## src/rtl/lsu_unit.sv

```systemverilog
// lsu_unit: single-outstanding load/store unit between execute and the data-memory port.
// Define LSU_TIMEOUT_EN to fault accesses whose ack never arrives within TIMEOUT_CYCLES.
module lsu_unit #(
    parameter int TIMEOUT_CYCLES = 16
) (
    input  logic        clk,
    input  logic        rst,
    input  logic        req_valid,
    output logic        req_ready,
    input  logic        is_store,
    input  logic [2:0]  funct3,
    input  logic [31:0] addr,
    input  logic [31:0] store_data,
    output logic [31:0] rd_data,
    output logic        done,
    output logic        fault,
    output logic [1:0]  fault_code,
    output logic        mem_req,
    output logic        mem_we,
    output logic [31:0] mem_addr,
    output logic [3:0]  mem_be,
    output logic [31:0] mem_wdata,
    input  logic [31:0] mem_rdata,
    input  logic        mem_ack
);
    typedef enum logic [1:0] {IDLE, ACCESS, DONE} state_t;

    state_t      state_q, state_d;
    logic        req_ready_q, req_ready_d;
    logic        done_q, done_d;
    logic        fault_q, fault_d;
    logic [1:0]  fault_code_q, fault_code_d;
    logic        mem_req_q, mem_req_d;
    logic        mem_we_q, mem_we_d;
    logic [31:0] mem_addr_q, mem_addr_d;
    logic [3:0]  mem_be_q, mem_be_d;
    logic [31:0] mem_wdata_q, mem_wdata_d;
    logic [31:0] rd_data_q, rd_data_d;
    logic [2:0]  funct3_q, funct3_d;
    logic [1:0]  lane_q, lane_d;

    logic        illegal;
    logic        misaligned;
    logic [3:0]  be_req;
    logic [31:0] wdata_req;
    logic [31:0] lane_data;
    logic [31:0] load_fmt;

`ifdef LSU_TIMEOUT_EN
    localparam int CNT_W = $clog2(TIMEOUT_CYCLES);
    logic [CNT_W-1:0] cnt_q, cnt_d;
`else
    localparam int unused_timeout_cycles = TIMEOUT_CYCLES;
`endif

    // Decode of the incoming request: legality, alignment, lane enables and replicated data.
    always_comb begin
        illegal    = (funct3 == 3'b011) || (funct3[2:1] == 2'b11) || (is_store && funct3[2]);
        misaligned = ((funct3[1:0] == 2'b01) && addr[0]) ||
                     ((funct3[1:0] == 2'b10) && (addr[1:0] != 2'b00));
        case (funct3[1:0])
            2'b00: begin
                be_req    = 4'b0001 << addr[1:0];
                wdata_req = {4{store_data[7:0]}};
            end
            2'b01: begin
                be_req    = addr[1] ? 4'b1100 : 4'b0011;
                wdata_req = {2{store_data[15:0]}};
            end
            default: begin
                be_req    = 4'b1111;
                wdata_req = store_data;
            end
        endcase
    end

    always_comb begin
        lane_data = mem_rdata >> {lane_q, 3'b000};
        case (funct3_q)
            3'b000:  load_fmt = {{24{lane_data[7]}}, lane_data[7:0]};
            3'b001:  load_fmt = {{16{lane_data[15]}}, lane_data[15:0]};
            3'b100:  load_fmt = {24'b0, lane_data[7:0]};
            3'b101:  load_fmt = {16'b0, lane_data[15:0]};
            default: load_fmt = lane_data;
        endcase
    end

    always_comb begin
        state_d      = state_q;
        req_ready_d  = req_ready_q;
        done_d       = 1'b0;
        fault_d      = 1'b0;
        fault_code_d = 2'b00;
        mem_req_d    = mem_req_q;
        mem_we_d     = mem_we_q;
        mem_addr_d   = mem_addr_q;
        mem_be_d     = mem_be_q;
        mem_wdata_d  = mem_wdata_q;
        rd_data_d    = rd_data_q;
        funct3_d     = funct3_q;
        lane_d       = lane_q;
`ifdef LSU_TIMEOUT_EN
        cnt_d        = cnt_q;
`endif
        case (state_q)
            IDLE: begin
                if (req_valid) begin
                    funct3_d    = funct3;
                    lane_d      = addr[1:0];
                    req_ready_d = 1'b0;
                    if (illegal || misaligned) begin
                        state_d      = DONE;
                        done_d       = 1'b1;
                        fault_d      = 1'b1;
                        fault_code_d = illegal ? 2'b10 : 2'b01;
                    end else begin
                        state_d     = ACCESS;
                        mem_req_d   = 1'b1;
                        mem_we_d    = is_store;
                        mem_addr_d  = {addr[31:2], 2'b00};
                        mem_be_d    = be_req;
                        mem_wdata_d = wdata_req;
`ifdef LSU_TIMEOUT_EN
                        cnt_d       = '0;
`endif
                    end
                end
            end
            ACCESS: begin
                // An ack on the terminal-count edge still completes the access normally.
                if (mem_ack) begin
                    state_d   = DONE;
                    done_d    = 1'b1;
                    mem_req_d = 1'b0;
                    if (!mem_we_q) begin
                        rd_data_d = load_fmt;
                    end
`ifdef LSU_TIMEOUT_EN
                end else if (cnt_q == CNT_W'(TIMEOUT_CYCLES - 1)) begin
                    state_d      = DONE;
                    done_d       = 1'b1;
                    fault_d      = 1'b1;
                    fault_code_d = 2'b11;
                    mem_req_d    = 1'b0;
                end else begin
                    cnt_d = cnt_q + 1'b1;
`endif
                end
            end
            DONE: begin
                state_d     = IDLE;
                req_ready_d = 1'b1;
            end
            default: begin
                state_d     = IDLE;
                req_ready_d = 1'b1;
                mem_req_d   = 1'b0;
            end
        endcase
    end

    always_ff @(posedge clk) begin
        if (rst) begin
            state_q      <= IDLE;
            req_ready_q  <= 1'b1;
            done_q       <= 1'b0;
            fault_q      <= 1'b0;
            fault_code_q <= 2'b00;
            mem_req_q    <= 1'b0;
            mem_we_q     <= 1'b0;
            mem_addr_q   <= '0;
            mem_be_q     <= '0;
            mem_wdata_q  <= '0;
            rd_data_q    <= '0;
            funct3_q     <= '0;
            lane_q       <= '0;
`ifdef LSU_TIMEOUT_EN
            cnt_q        <= '0;
`endif
        end else begin
            state_q      <= state_d;
            req_ready_q  <= req_ready_d;
            done_q       <= done_d;
            fault_q      <= fault_d;
            fault_code_q <= fault_code_d;
            mem_req_q    <= mem_req_d;
            mem_we_q     <= mem_we_d;
            mem_addr_q   <= mem_addr_d;
            mem_be_q     <= mem_be_d;
            mem_wdata_q  <= mem_wdata_d;
            rd_data_q    <= rd_data_d;
            funct3_q     <= funct3_d;
            lane_q       <= lane_d;
`ifdef LSU_TIMEOUT_EN
            cnt_q        <= cnt_d;
`endif
        end
    end

    assign req_ready  = req_ready_q;
    assign done       = done_q;
    assign fault      = fault_q;
    assign fault_code = fault_code_q;
    assign mem_req    = mem_req_q;
    assign mem_we     = mem_we_q;
    assign mem_addr   = mem_addr_q;
    assign mem_be     = mem_be_q;
    assign mem_wdata  = mem_wdata_q;
    assign rd_data    = rd_data_q;

endmodule
```

## config.mk

```make
export PLATFORM = sky130hd
export DESIGN_NAME = lsu_unit
export DESIGN_NICKNAME = d
export VERILOG_FILES = /design/src/rtl/lsu_unit.sv
export SDC_FILE = /design/constraint.sdc
export NUM_CORES = 1
export LEC_CHECK = 0
export CAP_MARGIN = 20
export CORE_AREA = 2 2 106 118
export CTS_CLUSTER_SIZE = 40
export DETAILED_ROUTE_END_ITERATION = 10
export DIE_AREA = 0 0 108 120
export PLACE_DENSITY = 0.83
export SLEW_MARGIN = 20
export SYNTH_ARGS = -nofsm -noshare
export SYNTH_HDL_FRONTEND = slang
export SYNTH_SLANG_ARGS = --single-unit
```

## constraint.sdc

```tcl
create_clock -name clk -period 2.14 [get_ports clk]
set_input_delay 0.428 -clock clk [delete_from_list [all_inputs] [get_ports clk]]
set_output_delay 0.428 -clock clk [all_outputs]
set_load 0.05 [all_outputs]
```

# After elaboration in Yosys (flattened, before gate mapping)
# Index checks and enable logic that the tools add are counted.
dict set report word_totals {
  mem_bits_rw 0
  memories 0
  latch_bits 0
  mem_bits_ro 0
  output_inout_bits 107
  reg_bits 112
  inputBits 104
}
dict set report op_classes {
  mux 19
  order_cmp 0
  shift 2
  n_eq_ne 12
  reduce_logical 19
  n_bitwise 6
  n_mul 0
  n_div 0
  n_addsub 0
}
# cell n
set ops {}
lappend ops {{one-hot mux 32 bit (4 select lines)} 1}
lappend ops {{one-hot mux 32 bit (2 select lines)} 1}
lappend ops {{right shift 32 x 5 -> 32 bit} 1}
lappend ops {{2-to-1 mux 2 bit} 4}
lappend ops {{one-hot mux 4 bit (2 select lines)} 1}
lappend ops {{2-to-1 mux 1 bit} 7}
lappend ops {{== test 2 bit (second input constant)} 3}
lappend ops {{== test 3 bit (second input constant)} 2}
lappend ops {{!= test 2 bit (second input constant)} 3}
lappend ops {{inverter 1 bit} 6}
lappend ops {{AND reduction 2 bit} 3}
lappend ops {{AND reduction 3 bit} 2}
lappend ops {{== test 2 x 1 -> 1 bit (second input constant)} 2}
lappend ops {{logical NOT 2 bit} 2}
lappend ops {{logical OR 1 bit} 4}
lappend ops {{2-to-1 mux 4 bit} 1}
lappend ops {{one-hot mux 1 bit (2 select lines)} 2}
lappend ops {{one-hot mux 2 bit (2 select lines)} 1}
lappend ops {{AND reduction 4 bit} 1}
lappend ops {{OR reduction 4 bit} 1}
lappend ops {{<< shifter 1 x 2 -> 4 bit (first input constant)} 1}
lappend ops {{== test 3 x 1 -> 1 bit (second input constant)} 1}
lappend ops {{== test 3 x 2 -> 1 bit (second input constant)} 1}
lappend ops {{logical AND 1 bit} 3}
lappend ops {{4 further kinds} 4}

# Depth between registers and ports, before layout
dict set report depth {
  word_depth 7
  mapped_depth 8
  ltp_nobuf 4
}

# Worst setup path before layout
# No wires, ideal clock.
dict set report synth_timing {
  path_kind {input-to-reg}
  startpoint {input port addr[1]}
  endpoint {register mem_addr_q[12], in the netlist mem_addr[12]}
  stages 6
  t_arrival_ns 1.653
  required_time_ns 2.008
  n_path_buf 2
  setup_slack_ns 0.355
  setup_time_ns 0.132
  path_cell_list {or4_4 > a21o_1 > buf_2 > buf_2 > nand2_1 > a21oi_1}
}
dict set report synth_via {
  elab_chain_cells 6
}
# item line
set synth_lines {}
lappend synth_lines {{start, declared} 12} ;# input logic [31:0] addr,
lappend synth_lines {{nonzero test 2 bit} 60} ;# ((funct3[1:0] == 2'b10) && (addr[1:0] != 2'b00));
lappend synth_lines {{logical AND 1 bit} 60}
lappend synth_lines {{logical OR 1 bit} 59} ;# misaligned = ((funct3[1:0] == 2'b01) && addr[0]) ||
lappend synth_lines {{logical OR 1 bit} 111} ;# if (illegal || misaligned) begin
lappend synth_lines {{inverter 1 bit (no source line)} n/a}
lappend synth_lines {{AND reduction 3 bit (no source line)} n/a}
lappend synth_lines {{end signal, assigned} 188} ;# mem_addr_q <= mem_addr_d;
lappend synth_lines {{end, declared} 35} ;# logic [31:0] mem_addr_q, mem_addr_d;
# No other way between the ends.
# A chain may end at the register's enable or synchronous reset.

# Final worst setup path
dict set report layout_timing {
  startpoint {input port addr[1]}
  endpoint {register mem_wdata_q[13], in the netlist mem_wdata[13]}
}
dict set report layout_via {
  elab_chain_cells 6
}
# item line
set layout_lines {}
lappend layout_lines {{nonzero test 2 bit} 60}
lappend layout_lines {{logical AND 1 bit} 60}
lappend layout_lines {{logical OR 1 bit} 59}
lappend layout_lines {{logical OR 1 bit} 111}
lappend layout_lines {{inverter 1 bit (no source line)} n/a}
lappend layout_lines {{AND reduction 3 bit (no source line)} n/a}
lappend layout_lines {{end signal, assigned} 190} ;# mem_wdata_q <= mem_wdata_d;
lappend layout_lines {{end, declared} 37} ;# logic [31:0] mem_wdata_q, mem_wdata_d;
# No other way between the ends.

==> flow_summary.yaml <==
synthesis:
  synth_area_sq_mm: 0.00482
  ys_ff_latch: 112
  ys_seq_area_frac: 0.466
  syn_inst: 582
  yosysWarnings: 0
  synthDistinctLibCells: 37
  synth.avg_cell_area_sq_um: 8.27
global_route:
  overflow: 0
  antenna_found_initial: 0
  grt_pass1_wl_um: 23700
  grt_max_degree: 49
  track_usage: 0.232
  grt_pass1_vias: 4925
cells_and_area:
  final_util: 0.632
  area_delta_synth_final_pct: 55.1
  mostFrequentLayoutCell: "clkdlybuf4s50_1"
  stdcell_count: 935
  layout_common_cells: "clkdlybuf4s50_1 (206), nand2_1 (129), dfxtp_1 (112)"
  drive_gt1_frac: 0.0768
  diodes: 0
  fin_nets: 880
  nFillCells: 987
drt:
  drcViolationCount: 0
  vias: 4952
  ant_nets: 0
  wire_per_inst_um: 16.4
  wl_um: 15300
  drtIter0Drc: 235
  dr.pass1.iters: 4
  avgViaCountPerCell: 5.30
place:
  post-place-ws_ns: -0.225
  place_hpwl_um: 11700
  io_buffers: 208
  gp_congestion: 0.833
  place_inst: 919
sta:
  finalHoldViolations: 0
  setup_violations: 0
  fin_ws_ns: 0.134
  max_freq_mhz: 499
  timing.final.crit_share: 0.937
  tns_ns: 0
  worst_pin_slew_ns: 0.580
  timing.final.crit_period_ns: 2.01
  grt_setup_unrepaired: "no"
  max-slew-margin-rel: 0.613
  slew_viol_final: 0
  skew_ns: 0.00402
clocking:
  clk_pin_slew_worst_paths_ns: 0.07
  cts_tree: "done"
  clockBufferDepth: 2
  clock_sinks: 112
  cts-resized-gates: 0
  cts_max_level: 3
  cts-root-buf: "clkbuf_16"
  numCtsBuffers: 9
  postCtsSetupBuffers: 0
  cts_hold_buf: 0
  clk_latency_ns: 0.35
floorplan:
  fp.dieH_um: 120
  placementRows: 42
  initial_core_util: 0.407
  num_io_pins: 211
  fp.dieW_um: 108
  core_area_sq_mm: 0.0118
  die-area_sq_mm: 0.0130
critical_path:
  worstSetupStartpointType: "primary input"
  cp.required_ns: 2.39
  cpPeakStageDelay_ns: 0.58
  worst-path-max-fanout: 44
  reg2reg_depth: 5
  cp_num_cells: 6
  cp.buffers_inverters: 2
  cp_cell_sequence: "clkdlybuf4s50_1 -> or4_4 -> a21oi_4 -> buf_12 -> nor2_1 -> a311oi_1"
  worstSetupPathType: "primary input to flip-flop"
  crit_slowest_cell: "or4_4"
  crit_family: "buffers and inverters"
  reg2reg_to: "mem_wdata[13]"
  setup.worst_path.start: "addr[1]"
  end_kind: "flip-flop"
  worstPathArrival_ns: 2.26
  cp-endpoint: "mem_wdata[13]"
  rrSetupSlack_ns: 0.34
  r2r-start: "state_q[1]"
power_and_ir_drop:
  p_leak_nw: 2.65
  power.total_mw: 5.33
  vdd_ir_drop_max_v: 0.000390
  p_per_area_mw_per_mm2: 714
outcome:
  outcome: "finished clean"
hold_path:
  hold_path.class: "flip-flop to flip-flop"
  hold_path_depth: 2
flow_run:
  cap_viol_max_count: 0
==> worst min-delay path: stages, from the launching register on <==
cell     delay, ns
dfxtp_1       0.31
nand2_1       0.05
a21oi_1       0.05
==> synthesized netlist by cell type, drive strengths merged <==
master	instances	area, sq um
a211oi	27	203
a21o	3	22.5
a21oi	88	452
a221o	1	10.0
a311oi	10	87.6
a32oi	1	8.76
buf	21	120
clkbuf	32	120
clkinv	1	3.75
conb	1	3.75
dfxtp	112	2240
inv	2	7.51
mux2	8	90.1
mux2i	31	310
mux4	1	22.5
nand2	129	484
nand2b	1	6.26
nand3b	1	7.51
nand4bb	1	11.3
nor2	49	184
nor2b	5	31.3
nor3	13	65.1
nor4	1	6.26
nor4bb	1	10.0
o211ai	17	133
o21a	2	15.0
o21ai	11	55.1
o21bai	1	7.51
o2bb2ai	7	61.3
or2	1	6.26
or3b	2	17.5
or4	1	11.3
==> how the worst min path moves through the flow <==
| stage | startpoint | endpoint | slack, ns |
|---|---|---|---|
| global placement | mem_addr[21] | mem_addr[21] | 0.44 |
| floorplan | funct3_q[2] | funct3_q[2] | 0.46 |
| CTS | mem_addr[15] | mem_addr[15] | 0.46 |
| global route | rd_data[2] | rd_data[2] | 0.47 |
| detailed placement | mem_addr[15] | mem_addr[15] | 0.45 |
| finish | mem_addr[15] | mem_addr[15] | 0.45 |
==> stage by stage <==
stage / hold slack, ns / area [sq um]
global placement: 0.442 / 7140
global route: 0.473 / 7470
finish: 0.454 / 7470
detailed placement: 0.446 / 7140
floorplan: 0.464 / 4820
CTS: 0.456 / 7470
==> final cells by class <==
cell class | count | area, sq um | area share
Tap cell | 154 | 193 | 0.0258
Multi-Input combinational cell | 415 | 2340 | 0.313
Clock inverter | 6 | 90.1 | 0.0121
Inverter | 3 | 11.3 | 0.00151
Clock buffer | 10 | 239 | 0.0320
Timing Repair Buffer | 235 | 2350 | 0.315
Sequential cell | 112 | 2240 | 0.300
==> per-layer routing <==
layer	global-route usage	part of all wire	vias up
met2	0.395	0.49	228
met1	0.257	0.38	2269
met4	0.127	0.039	0
li1	-	-	2413
met3	0.0679	0.091	42
met5	0	0	-
==> sequential cells by signal, summed over array words and instances, names as in the netlist <==
register    count
done            1
fault           1
fault_code      2
funct3_q        3
lane_q          2
mem_addr       30
mem_be          4
mem_req         1
mem_wdata      32
mem_we          1
rd_data        32
req_ready       1
state_q         2
==> power by group <==
group	internal (mW)	switching (mW)	total (mW)
clock	1.06	0.763	1.83
sequential	2.19	0.0640	2.25
combinational	0.521	0.739	1.26
==> cells by family after synthesis <==
kind of cell	synth area share
and+or+nand+nor	0.175
AOI/OAI and AO/OA	0.219
DFF	0.466
buffers and inverters	0.0522
muxes	0.0878
other	0.000779
Power figures use the tool's default switching activity.
